===== config.mk =====
export PLATFORM = sky130hd
export DESIGN_NAME = bp_io_req_arbiter
export DESIGN_NICKNAME = d
export VERILOG_FILES = /design/src/rtl/bp_io_req_arbiter.sv
export SDC_FILE = /design/constraint.sdc
export NUM_CORES = 1
export LEC_CHECK = 0
export CORE_ASPECT_RATIO = 1.25
export CORE_MARGIN = 2
export CORE_UTILIZATION = 30
export DETAILED_ROUTE_END_ITERATION = 8
export GPL_TIMING_DRIVEN = 0
export PLACE_DENSITY_LB_ADDON = 0.3
export SETUP_SLACK_MARGIN = 0.5
export SLEW_MARGIN = 10
export SYNTH_ARGS = -nofsm -noshare
export SYNTH_HDL_FRONTEND = slang
export SYNTH_SLANG_ARGS = --single-unit
export TNS_END_PERCENT = 20

===== constraint.sdc =====
create_clock -name clk_i -period 4.4 [get_ports clk_i]
set_clock_uncertainty 0.05 [all_clocks]
set_input_delay 0.88 -clock clk_i [delete_from_list [all_inputs] [get_ports clk_i]]
set_output_delay 0.88 -clock clk_i [all_outputs]
set_load 0.03 [all_outputs]

===== src/rtl/bp_io_req_arbiter.sv =====
// Round-robin arbiter + per-LCE credit manager in front of the I/O CCE request port.
// Latency: zero-cycle pass-through; the grant is combinational from valids and credits.
// Backpressure: a grant that is not consumed is held (locked) until req_yumi_i arrives.
//
// Ports:
//   clk_i, reset_i         clock; synchronous active-high reset
//   lce_ids_i              LCE id of each requester slot (quasi-static)
//   req_i / req_v_i        per-slot request messages and valids
//   req_yumi_o             per-slot consume (one-hot or zero)
//   req_o / req_v_o        granted message towards the I/O CCE
//   req_yumi_i             consume from the I/O CCE
//   cmd_done_v_i / _lce_id_i  an LCE command left the I/O CCE; frees one credit
//   credit_err_o           sticky: a return found no matching outstanding credit
//
// Optional feature macro: BP_IO_ARB_SERIALIZE_EN
//   When defined, a global outstanding counter allows at most one I/O
//   operation in flight across all requesters.
module bp_io_req_arbiter #(
  parameter int num_req_p            = 2,
  parameter int lce_id_width_p       = 4,
  parameter int lce_cce_req_width_lp = 32,
  parameter int req_width_p          = lce_cce_req_width_lp,
  parameter int max_credits_p        = 4
) (
  input  logic                                clk_i,
  input  logic                                reset_i,
  input  logic [num_req_p*lce_id_width_p-1:0] lce_ids_i,
  input  logic [num_req_p*req_width_p-1:0]    req_i,
  input  logic [num_req_p-1:0]                req_v_i,
  output logic [num_req_p-1:0]                req_yumi_o,
  output logic [req_width_p-1:0]              req_o,
  output logic                                req_v_o,
  input  logic                                req_yumi_i,
  input  logic                                cmd_done_v_i,
  input  logic [lce_id_width_p-1:0]           cmd_done_lce_id_i,
  output logic                                credit_err_o
);

  localparam int idx_w_lp  = $clog2(num_req_p);
  // Four bits covers the full 1..15 credit range.
  localparam int cred_w_lp = 4;
  localparam logic [cred_w_lp-1:0] max_cred_lp  = cred_w_lp'(max_credits_p);
  localparam logic [idx_w_lp-1:0]  last_idx_lp  = idx_w_lp'(num_req_p - 1);

  localparam logic ST_IDLE   = 1'b0;
  localparam logic ST_LOCKED = 1'b1;

  // ---------------------------------------------------------------------------
  // State
  // ---------------------------------------------------------------------------
  logic [cred_w_lp-1:0] credits_q [num_req_p];
  logic [cred_w_lp-1:0] credits_d [num_req_p];
  logic [idx_w_lp-1:0]  rr_ptr_q, rr_ptr_d;
  logic                 locked_q, locked_d;
  logic [idx_w_lp-1:0]  grant_q, grant_d;
  logic                 err_q, err_d;

`ifdef BP_IO_ARB_SERIALIZE_EN
  localparam int tot_w_lp = $clog2(num_req_p * max_credits_p + 1);
  logic [tot_w_lp-1:0]  total_q, total_d;
`endif

  // ---------------------------------------------------------------------------
  // Eligibility and round-robin pick
  // ---------------------------------------------------------------------------
  logic [num_req_p-1:0] eligible;
  logic                 pick_found;
  logic [idx_w_lp-1:0]  pick_idx;

  always_comb begin
    eligible = '0;
    for (int k = 0; k < num_req_p; k++) begin
      eligible[k] = req_v_i[k] && (credits_q[k] < max_cred_lp);
    end
`ifdef BP_IO_ARB_SERIALIZE_EN
    // Anything in flight anywhere blocks every requester.
    if (total_q != '0) begin
      eligible = '0;
    end
`endif
  end

  // First eligible slot at or after rr_ptr_q, wrapping.
  always_comb begin
    pick_found = 1'b0;
    pick_idx   = rr_ptr_q;
    for (int i = 0; i < num_req_p; i++) begin
      if (!pick_found && eligible[(int'(rr_ptr_q) + i) % num_req_p]) begin
        pick_found = 1'b1;
        pick_idx   = idx_w_lp'((int'(rr_ptr_q) + i) % num_req_p);
      end
    end
  end

  // ---------------------------------------------------------------------------
  // Output selection. While locked, only the held slot drives the output and
  // eligibility is ignored, so req_o cannot change under a pending valid.
  // req_yumi_i never feeds req_v_o.
  // ---------------------------------------------------------------------------
  logic                sel_v;
  logic [idx_w_lp-1:0] sel_idx;
  logic                grant_fire;

  always_comb begin
    if (locked_q == ST_LOCKED) begin
      sel_idx = grant_q;
      sel_v   = req_v_i[grant_q];
    end else begin
      sel_idx = pick_idx;
      sel_v   = pick_found;
    end
  end

  assign req_v_o    = sel_v;
  assign grant_fire = sel_v & req_yumi_i;

  always_comb begin
    req_o      = '0;
    req_yumi_o = '0;
    for (int k = 0; k < num_req_p; k++) begin
      if (sel_idx == idx_w_lp'(k)) begin
        req_o = req_i[k*req_width_p +: req_width_p];
      end
      req_yumi_o[k] = grant_fire && (sel_idx == idx_w_lp'(k));
    end
  end

  // ---------------------------------------------------------------------------
  // Credit return: lowest slot with a matching id that still holds a credit.
  // ---------------------------------------------------------------------------
  logic                ret_found;
  logic [idx_w_lp-1:0] ret_idx;
  logic                ret_fire;

  always_comb begin
    ret_found = 1'b0;
    ret_idx   = '0;
    for (int k = 0; k < num_req_p; k++) begin
      if (!ret_found
          && (lce_ids_i[k*lce_id_width_p +: lce_id_width_p] == cmd_done_lce_id_i)
          && (credits_q[k] != '0)) begin
        ret_found = 1'b1;
        ret_idx   = idx_w_lp'(k);
      end
    end
  end

  assign ret_fire = cmd_done_v_i & ret_found;

  // ---------------------------------------------------------------------------
  // Next-state
  // ---------------------------------------------------------------------------
  always_comb begin
    for (int k = 0; k < num_req_p; k++) begin
      logic inc;
      logic dec;
      inc = grant_fire && (sel_idx == idx_w_lp'(k));
      dec = ret_fire   && (ret_idx == idx_w_lp'(k));
      credits_d[k] = credits_q[k];
      // Increment and decrement on the same slot cancel out.
      if (inc && !dec) begin
        credits_d[k] = credits_q[k] + 1'b1;
      end else if (dec && !inc) begin
        credits_d[k] = credits_q[k] - 1'b1;
      end
    end
  end

  always_comb begin
    rr_ptr_d = rr_ptr_q;
    if (grant_fire) begin
      rr_ptr_d = (sel_idx == last_idx_lp) ? '0 : sel_idx + 1'b1;
    end
  end

  always_comb begin
    locked_d = locked_q;
    grant_d  = grant_q;
    if (locked_q == ST_IDLE) begin
      if (pick_found && !req_yumi_i) begin
        locked_d = ST_LOCKED;
        grant_d  = pick_idx;
      end
    end else begin
      // A dropped valid is a requester protocol violation; release without
      // consuming so the arbiter cannot wedge on a vanished request.
      if (req_yumi_i || !req_v_i[grant_q]) begin
        locked_d = ST_IDLE;
      end
    end
  end

  assign err_d        = err_q | (cmd_done_v_i & ~ret_found);
  assign credit_err_o = err_q;

`ifdef BP_IO_ARB_SERIALIZE_EN
  always_comb begin
    total_d = total_q;
    if (grant_fire && !ret_fire) begin
      total_d = total_q + 1'b1;
    end else if (ret_fire && !grant_fire) begin
      total_d = total_q - 1'b1;
    end
  end
`endif

  // ---------------------------------------------------------------------------
  // Registers
  // ---------------------------------------------------------------------------
  always_ff @(posedge clk_i) begin
    if (reset_i) begin
      for (int k = 0; k < num_req_p; k++) begin
        credits_q[k] <= '0;
      end
      rr_ptr_q <= '0;
      locked_q <= ST_IDLE;
      grant_q  <= '0;
      err_q    <= 1'b0;
`ifdef BP_IO_ARB_SERIALIZE_EN
      total_q  <= '0;
`endif
    end else begin
      for (int k = 0; k < num_req_p; k++) begin
        credits_q[k] <= credits_d[k];
      end
      rr_ptr_q <= rr_ptr_d;
      locked_q <= locked_d;
      grant_q  <= grant_d;
      err_q    <= err_d;
`ifdef BP_IO_ARB_SERIALIZE_EN
      total_q  <= total_d;
`endif
    end
  end

endmodule


======== After elaboration in Yosys (flattened, before gate mapping) ========
Memory sizes are Yosys's and may differ from the RTL's.
Cells that the tools add are included.
word-level totals
  bits in writable memories ............... 8
  output and inout bits ................... 36
  memories kept ........................... 1
  logic and storage cells ................. 85
  flip-flop bits (word level) ............. 4
  input bits .............................. 82
cells by class
  $add $sub $neg .......................... 6
  mux-type cells .......................... 29
  equal/unequal tests ..................... 2
  bitwise gates (word level) .............. 11
  reductions and logical operators ........ 27
  order comparisons ....................... 5
memories
  name       depth  width  read ports  clocked after memory_dff  write ports  RTL line  source
  credits_q  2      4      2           0                         2            51        logic [cred_w_lp-1:0] credits_q [num_req_p];
operator list
  operator                                            count
  2-to-1 mux 32 bit                                   1
  2-to-1 mux 4 bit                                    6
  2-to-1 mux 1 bit                                    22
  logical AND 1 bit                                   15
  adder 4 x 1 -> 4 bit, second input constant         2
  == test 4 bit                                       2
  logical NOT 1 bit                                   8
  < comparator 4 x 3 -> 1 bit, second input constant  2
  nonzero test 4 bit                                  2
  subtractor 4 x 1 -> 4 bit, second input constant    2
  < comparator 1 x 2 -> 1 bit, second input constant  2
  NOT 1 bit                                           4
  bitwise AND 1 bit                                   3
  < comparator 2 x 3 -> 1 bit, second input constant  1
  bitwise OR 1 bit                                    3
  adder 1 bit, second input constant                  2
  AND reduction 2 bit                                 1
  bitwise AND 1 bit, first input constant             1
  logical OR 1 bit                                    1

======== Logic depth before layout (Yosys ltp) ========
Gate-level depths: netlist (run 1).
  depth after elaboration ................. 16
  depth in mapped cells ................... 13
  gate-level depth less buffers ........... 11

======== Worst setup path after synthesis (run 1) ========
OpenSTA, ideal clock, no wires.
  path kind ............................... input to register
  start point ............................. input req_v_i[0]
  end point ............................... memory credits_q[1][3] (netlist: credits_q[0][7])
  setup time .............................. 0.121 ns
  required time ........................... 4.229 ns
  slack ................................... 0.309 ns
  buffers on the path ..................... 2
  arrival time ............................ 3.920 ns
  stages .................................. 13
  cell sequence ........................... or3b_4 > a21oi_2 > o31a_1 > buf_6 > buf_12 > nor4_2 > ha_1 > inv_1 > ha_1 > a21o_1 > a21oi_1 > mux2i_1 > mux2_2
RTL lines
  what         RTL line  source
  from (decl)  29        input logic [num_req_p-1:0] req_v_i,
  to (decl)    51

======== Worst setup path after layout (run 1) ========
  start point ............................. input req_v_i[0]
  end point ............................... output req_o[27]
between the ends
  word-level cells in the longest chain between the ends .. 9
RTL lines
  what                                                  RTL line  source
  logical AND 1 bit *                                   73        eligible[k] = req_v_i[k] && (credits_q[k] < max_cred_lp);
  2-to-1 mux 1 bit (implied by the code) (2 in series)  88        if (!pick_found && eligible[(int'(rr_ptr_q) + i) % num_req_p]) begin
  2-to-1 mux 1 bit                                      88
  logical NOT 1 bit                                     88
  logical AND 1 bit *                                   88
  2-to-1 mux 1 bit *                                    88
  2-to-1 mux 1 bit *                                    105       if (locked_q == ST_LOCKED) begin
  2-to-1 mux 32 bit *                                   121       if (sel_idx == idx_w_lp'(k)) begin
  to (decl)                                             31        output logic [req_width_p-1:0] req_o,
Every way passes the cells marked *; elsewhere a longest branch is shown, timed or not. The select of a mux whose other input is x is not followed.

==> flow_metrics.tcl, run 1 <==
set metrics [dict create \
    fillers 401 \
    clockBufferDepth 2 \
    holdWs_ns 0.407 \
    cts_made_buffers 3 \
    grt_use_total 0.166 \
    drv_slew 0 \
    syn-cell-area_um2 1390 \
    htreeDepth 1 \
    grt_max_degree 11 \
    multi_input_area_um2 1090 \
    clock_latency_ns 0.24 \
    min_period_over_period 0.913 \
    syn_to_final_growth_pct 99.3 \
    yosys_warnings 0 \
    fin_util 0.626 \
    finalNonFillerCells 318 \
    start_util 0.314 \
    finalWorstSetupSlack_ns 0.382 \
    clock-sinks 12 \
    worst_pin_slew_ns 0.455 \
    routed-via-count 1460 \
    num_antenna_cells 0 \
    ys.flop_type "dfxtp_1" \
    die_y_um 80.1 \
    cpMaxStageDelayCell "clkdlybuf4s50_1" \
    totalWireLength_mm 4.39 \
    crit_path_cell_trace "clkdlybuf4s50_1 -> or3b_4 -> a21oi_2 -> o31a_1 -> buf_6 -> buf_12 -> buf_4 -> mux2_4 -> dlygate4sd2_1" \
    ys_seq_elements 12 \
    gr-total-overflow 0 \
    synth_cells 131 \
    drt_first_iter_violations 20 \
    ys_async_sr_fraction 0 \
    final.min_clock_period_ns 4.02 \
    endpoint_kind "output pin" \
    crit_required_ns 3.47 \
    cts_tree "done" \
    dp.final_hpwl_mm 3.69 \
    p_leak_nw 1.27 \
    p_per_area_nw_per_um2 508 \
    core_area_um2 4430 \
    avgSynthCellArea_um2 10.6 \
    dieArea_um2 5200 \
    cp-start-kind "primary input" \
    crit_family "buffers and inverters" \
    rrSetupSlack_ns 1.22 \
    synth.distinct_cells 33 \
    hold_path_class "flop to flop" \
    design_area_um2 2770 \
    irDropWorstVdd_mv 0.336 \
    rsz0062_at_grt "yes" \
    setup_tns_ns 0 \
    slew_headroom 0.697 \
    wl_per_cell_um 13.8 \
    placed_cell_area_um2 2640 \
    port_buffers 117 \
    placed_cells 306 \
    nets 351 \
    ys_seq_area_frac 0.173 \
    syn-num-nets 221 \
    setup_viol 0 \
    drt_pre_antenna_iters 4 \
    drcViolationCount 0 \
    status "complete, no violations" \
    finalHoldViolations 0 \
    final_cell_mix "clkdlybuf4s50_1 (83), mux2_4 (27), dlygate4sd2_1 (23)" \
    grt_pass1_wl_mm 6.66 \
    antenna_found_initial 0 \
    worst-path-max-fanout 8 \
    routed_via_density 4.59 \
    io_pins 118 \
    clk_pin_slew_ns 0.05 \
    synth_edf_count 0 \
    fmax_mhz 249 \
    final_common_cell "clkdlybuf4s50_1" \
    p_total_mw 1.41 \
    max_stage_delay_ns 0.47 \
    arrival_ns 3.09 \
    gp_congestion 0.750 \
    dp_worst_setup_slack_ns 0.0929 \
    drive_gt1_frac 0.258 \
    critical_path_class "primary input to output pin" \
    die_w_um 64.9 \
    cap_violations 0 \
    grt_pass1_vias 1372 \
    cts_root_buffer "clkbuf_8" \
    ant_nets 0 \
    rows 27 \
    path_buf_inv 5 \
    seq_area_um2 240 \
]
## per-layer routing
metal / vias up / track usage / share of wire
met3: 4 / 0.0644 / 0.12
li1: 728 / - / -
met5: - / 0 / 0
met1: 644 / 0.187 / 0.39
met4: 0 / 0.0447 / 0.0096
met2: 84 / 0.288 / 0.48
## power breakdown
group          total (mW)  switching [mW]  internal [mW]  leakage, nW
sequential          0.189          0.0440          0.145       0.0986
clock               0.121          0.0417         0.0791       0.0288
combinational        1.10           0.517          0.580         1.14
## cells by family (layout without fill, tap and decap cells)
kind of cell	Yosys count	count (layout)	share of synthesized area
adders and majority gates	8	8	0.0828
buffers and inverters	12	141	0.0729
xor gates and xnor gates	12	12	0.0756
AOI/OAI and AO/OA	14	14	0.0738
muxes	39	39	0.384
DFF	12	12	0.173
and+or+nand+nor	34	34	0.138
## Yosys cell counts (2+ instances only)
master    number  area [um2]
inv_1          5        18.8
nand2_1        3        11.3
nor3b_2        2        25.0
xor2_1         6        52.6
fa_1           2        40.0
dfxtp_1       12         240
a21oi_1        5        25.0
mux2_4        27         405
ha_1           6        75.1
clkbuf_1       3        11.3
nor2b_1        2        12.5
nor2_1        16        60.1
buf_12         3        60.1
mux2i_1        5        50.1
a21o_1         2        15.0
o41ai_1        2        17.5
xnor2_1        6        52.6
nor4_1         3        18.8
mux2_2         7        78.8
## layout make-up
cell class / count / area share
Buffer: 7 / 0.0298
Clock buffer: 4 / 0.0199
Inverter: 5 / 0.00678
Multi-Input combinational cell: 107 / 0.393
Sequential cell: 12 / 0.0867
Tap cell: 58 / 0.0262
Timing Repair Buffer: 125 / 0.438
## worst register-to-register path, delay by kind of cell (launching register included)
family / cells / cell delay, ns
mux: 2 / 0.60
buf+inv: 3 / 0.36
fa+ha+maj: 2 / 0.48
compound gates: 4 / 0.65
simple gates: 2 / 0.55
flops: 1 / 0.36
## worst paths after layout
path | start | to | depth (start not counted)
worst max-delay path | req_v_i[0] | req_o[27] | 9
worst min-delay path | credit_err_o | credit_err_o | 2
worst max register to register | credits_q[0][6] | credits_q[0][7] | 13
worst min register to register | credit_err_o | credit_err_o | 2
## flip-flops by register name, indices dropped and copies added (netlist names)
| name | cells |
|---|---|
| credits_q | 8 |
| credit_err_o | 1 |
| grant_q | 1 |
| locked_q | 1 |
| rr_ptr_q | 1 |
## repair_timing
action / in CTS / in global routing
pin swaps: 0 / 3
hold endpoints to repair: 0 / 0
setup buffers: 0 / 8
hold buffers: 0 / 0
resized for setup: 44 / 12
setup endpoints to repair: 36 / 35
No activity file was read; power rests on OpenSTA's default activity.
==> run 2: changes to the inputs <==
Settings changed: CORE_ASPECT_RATIO 1.25 to unset.
==> run 2 against run 1 <==
  * Flip-flop and latch count unchanged
  * Core utilization down 1.7 points
  * Die area barely moved
  * Maximum frequency is 11% higher
  * Sequential power hardly changed
  * Highest routed layer unchanged
==> flow_metrics.tcl, run 2 (same netlist as run 1, synthesis figures left out) <==
set metrics [dict create \
    status "complete, no violations" \
    setup_viol 0 \
    holdWs_ns 0.413 \
    clk_pin_slew_ns 0.06 \
    design_area_um2 2690 \
    dp_worst_setup_slack_ns 0.128 \
    fin_util 0.609 \
    rrSetupSlack_ns 1.22 \
    endpoint_kind "output pin" \
    largest_reg_flops 8 \
    gp_congestion 0.744 \
    rsz0062_at_grt "no" \
    max_stage_delay_ns 0.43 \
    critical_path_class "primary input to output pin" \
    cpMaxStageDelayCell "or3b_4" \
    crit_required_ns 3.47 \
    routed_via_density 4.78 \
    postCtsHoldBufs 0 \
    num_antenna_cells 0 \
    port_buffers 117 \
    die_y_um 72.1 \
    dieArea_um2 5190 \
    pwr-share-seq 0.135 \
    grt_pass1_wl_mm 7.13 \
    clockBufferDepth 2 \
    finalNonFillerCells 308 \
    drt_first_iter_violations 30 \
    setup_tns_ns 0 \
    core_area_um2 4410 \
    routed-via-count 1471 \
    largest-register "credits_q" \
    internal-power_mw 0.775 \
    cp-start-kind "primary input" \
    finalWorstSetupSlack_ns 0.768 \
    clock_latency_ns 0.24 \
    clock-sinks 12 \
    holdPathStages 2 \
    p_sw_mw 0.611 \
    p_per_area_nw_per_um2 516 \
    rows 24 \
    gr-total-overflow 0 \
    reg2reg_to "credits_q[0][7]" \
    grt_max_degree 11 \
    start_util 0.315 \
    pwr-share-clk 0.087 \
    drcViolationCount 0 \
    crit_path_cell_trace "dlymetal6s2s_1 -> or3b_4 -> a21oi_2 -> o31a_1 -> buf_6 -> buf_12 -> mux2_4 -> clkdlybuf4s15_1" \
    final.min_clock_period_ns 3.63 \
    finalHoldViolations 0 \
    fmax_mhz 275 \
    p_total_mw 1.39 \
    drt_pre_antenna_iters 4 \
    min_period_over_period 0.825 \
    p_leak_nw 1.24 \
    drv_slew 0 \
    switching_share 0.441 \
    ff2ff_path_depth 13 \
    wl_per_cell_um 15.5 \
    hold_path_class "flop to flop" \
    r2r-start "credits_q[0][6]" \
    syn_to_final_growth_pct 93.3 \
    cap_violations 0 \
    slew_headroom 0.688 \
    worst-path-max-fanout 10 \
    antenna_found_initial 0 \
    worst_pin_slew_ns 0.467 \
    arrival_ns 2.70 \
    cts_tree "done" \
    die_w_um 72.1 \
    placed_cell_area_um2 2640 \
    htreeDepth 1 \
    hold_end "credit_err_o" \
    totalWireLength_mm 4.76 \
    dp.final_hpwl_mm 3.99 \
    cts_made_buffers 3 \
    io_pins 118 \
    placed_cells 300 \
    min_from "credit_err_o" \
    fillers 405 \
    ant_nets 0 \
    cts_root_buffer "clkbuf_8" \
    grt_pass1_vias 1430 \
    p_comb_frac 0.778 \
    final_cell_mix "clkdlybuf4s50_1 (81), mux2_4 (27), dlygate4sd2_1 (21)" \
    final_common_cell "clkdlybuf4s50_1" \
    irDropWorstVdd_mv 0.243 \
    nets 347 \
    grt_use_total 0.173 \
    drive_gt1_frac 0.277 \
]
==> run 2: cell count changes in the layout (fill, tap and decap cells not counted), sizes merged <==
cell / delta
clkdlybuf4s50: -2
clkdlybuf4s15: -4
dlymetal6s2s: -2
dlygate4sd2: -2
clkbuf: +6
==> run 2: area by class of cell <==
class / instances / area (um2) / share of cell area
Buffer: 7 / 82.6 / 0.0307
Clock buffer: 4 / 55.1 / 0.0205
Inverter: 5 / 18.8 / 0.00698
Multi-Input combinational cell: 107 / 1080 / 0.403
Sequential cell: 12 / 240 / 0.0894
Tap cell: 52 / 65.1 / 0.0242
Timing Repair Buffer: 121 / 1140 / 0.425
==> run 2: power groups by stage <==
stage / registers (mW) / logic [mW] / clock network [mW]
after floorplan: 0.182 / 0.761 / 0
after global placement: 0.188 / 1.08 / 0
after detailed placement: 0.188 / 1.09 / 0
after CTS: 0.186 / 1.02 / 0.123
after global routing: 0.195 / 1.15 / 0.125
final: 0.188 / 1.08 / 0.120
==> run 2: worst max-delay path, delay by kind of cell <==
| family | cells | cell delay (ns) |
|---|---|---|
| buffers and inverters | 4 | 0.79 |
| multiplexers | 1 | 0.30 |
| AO/OA/AOI/OAI | 2 | 0.29 |
| AND/OR/NAND/NOR | 1 | 0.43 |
==> run 2: repair_timing <==
item                                    in CTS  in global routing
endpoints found under the setup margin      36                 37
pin swaps                                    0                  3
resized for setup                           58                 23
buffers inserted                             0                  3
cloned                                       0                  1
==> run 2: metal layers <==
layer	GRT usage	routed length (um)	vias to the layer above
met5	0	0	-
met4	0.0335	38	0
met3	0.0333	387	4
met2	0.303	2280	72
met1	0.222	2060	675
li1	-	-	720
==> run 2: worst max path at each step <==
| stage | from | to | slack (ns) | cells past startpoint |
|---|---|---|---|---|
| floorplan | req_v_i[0] | credits_q[0][3] | 0.43 | 11 |
| global placement | req_v_i[0] | req_o[17] | 0.14 | 8 |
| detailed placement | req_v_i[0] | req_o[11] | 0.13 | 8 |
| CTS | req_v_i[0] | credits_q[0][3] | 0.35 | 14 |
| global route | req_v_i[0] | credits_q[0][7] | 0.63 | 14 |
| finish | req_v_i[0] | req_o[11] | 0.77 | 8 |
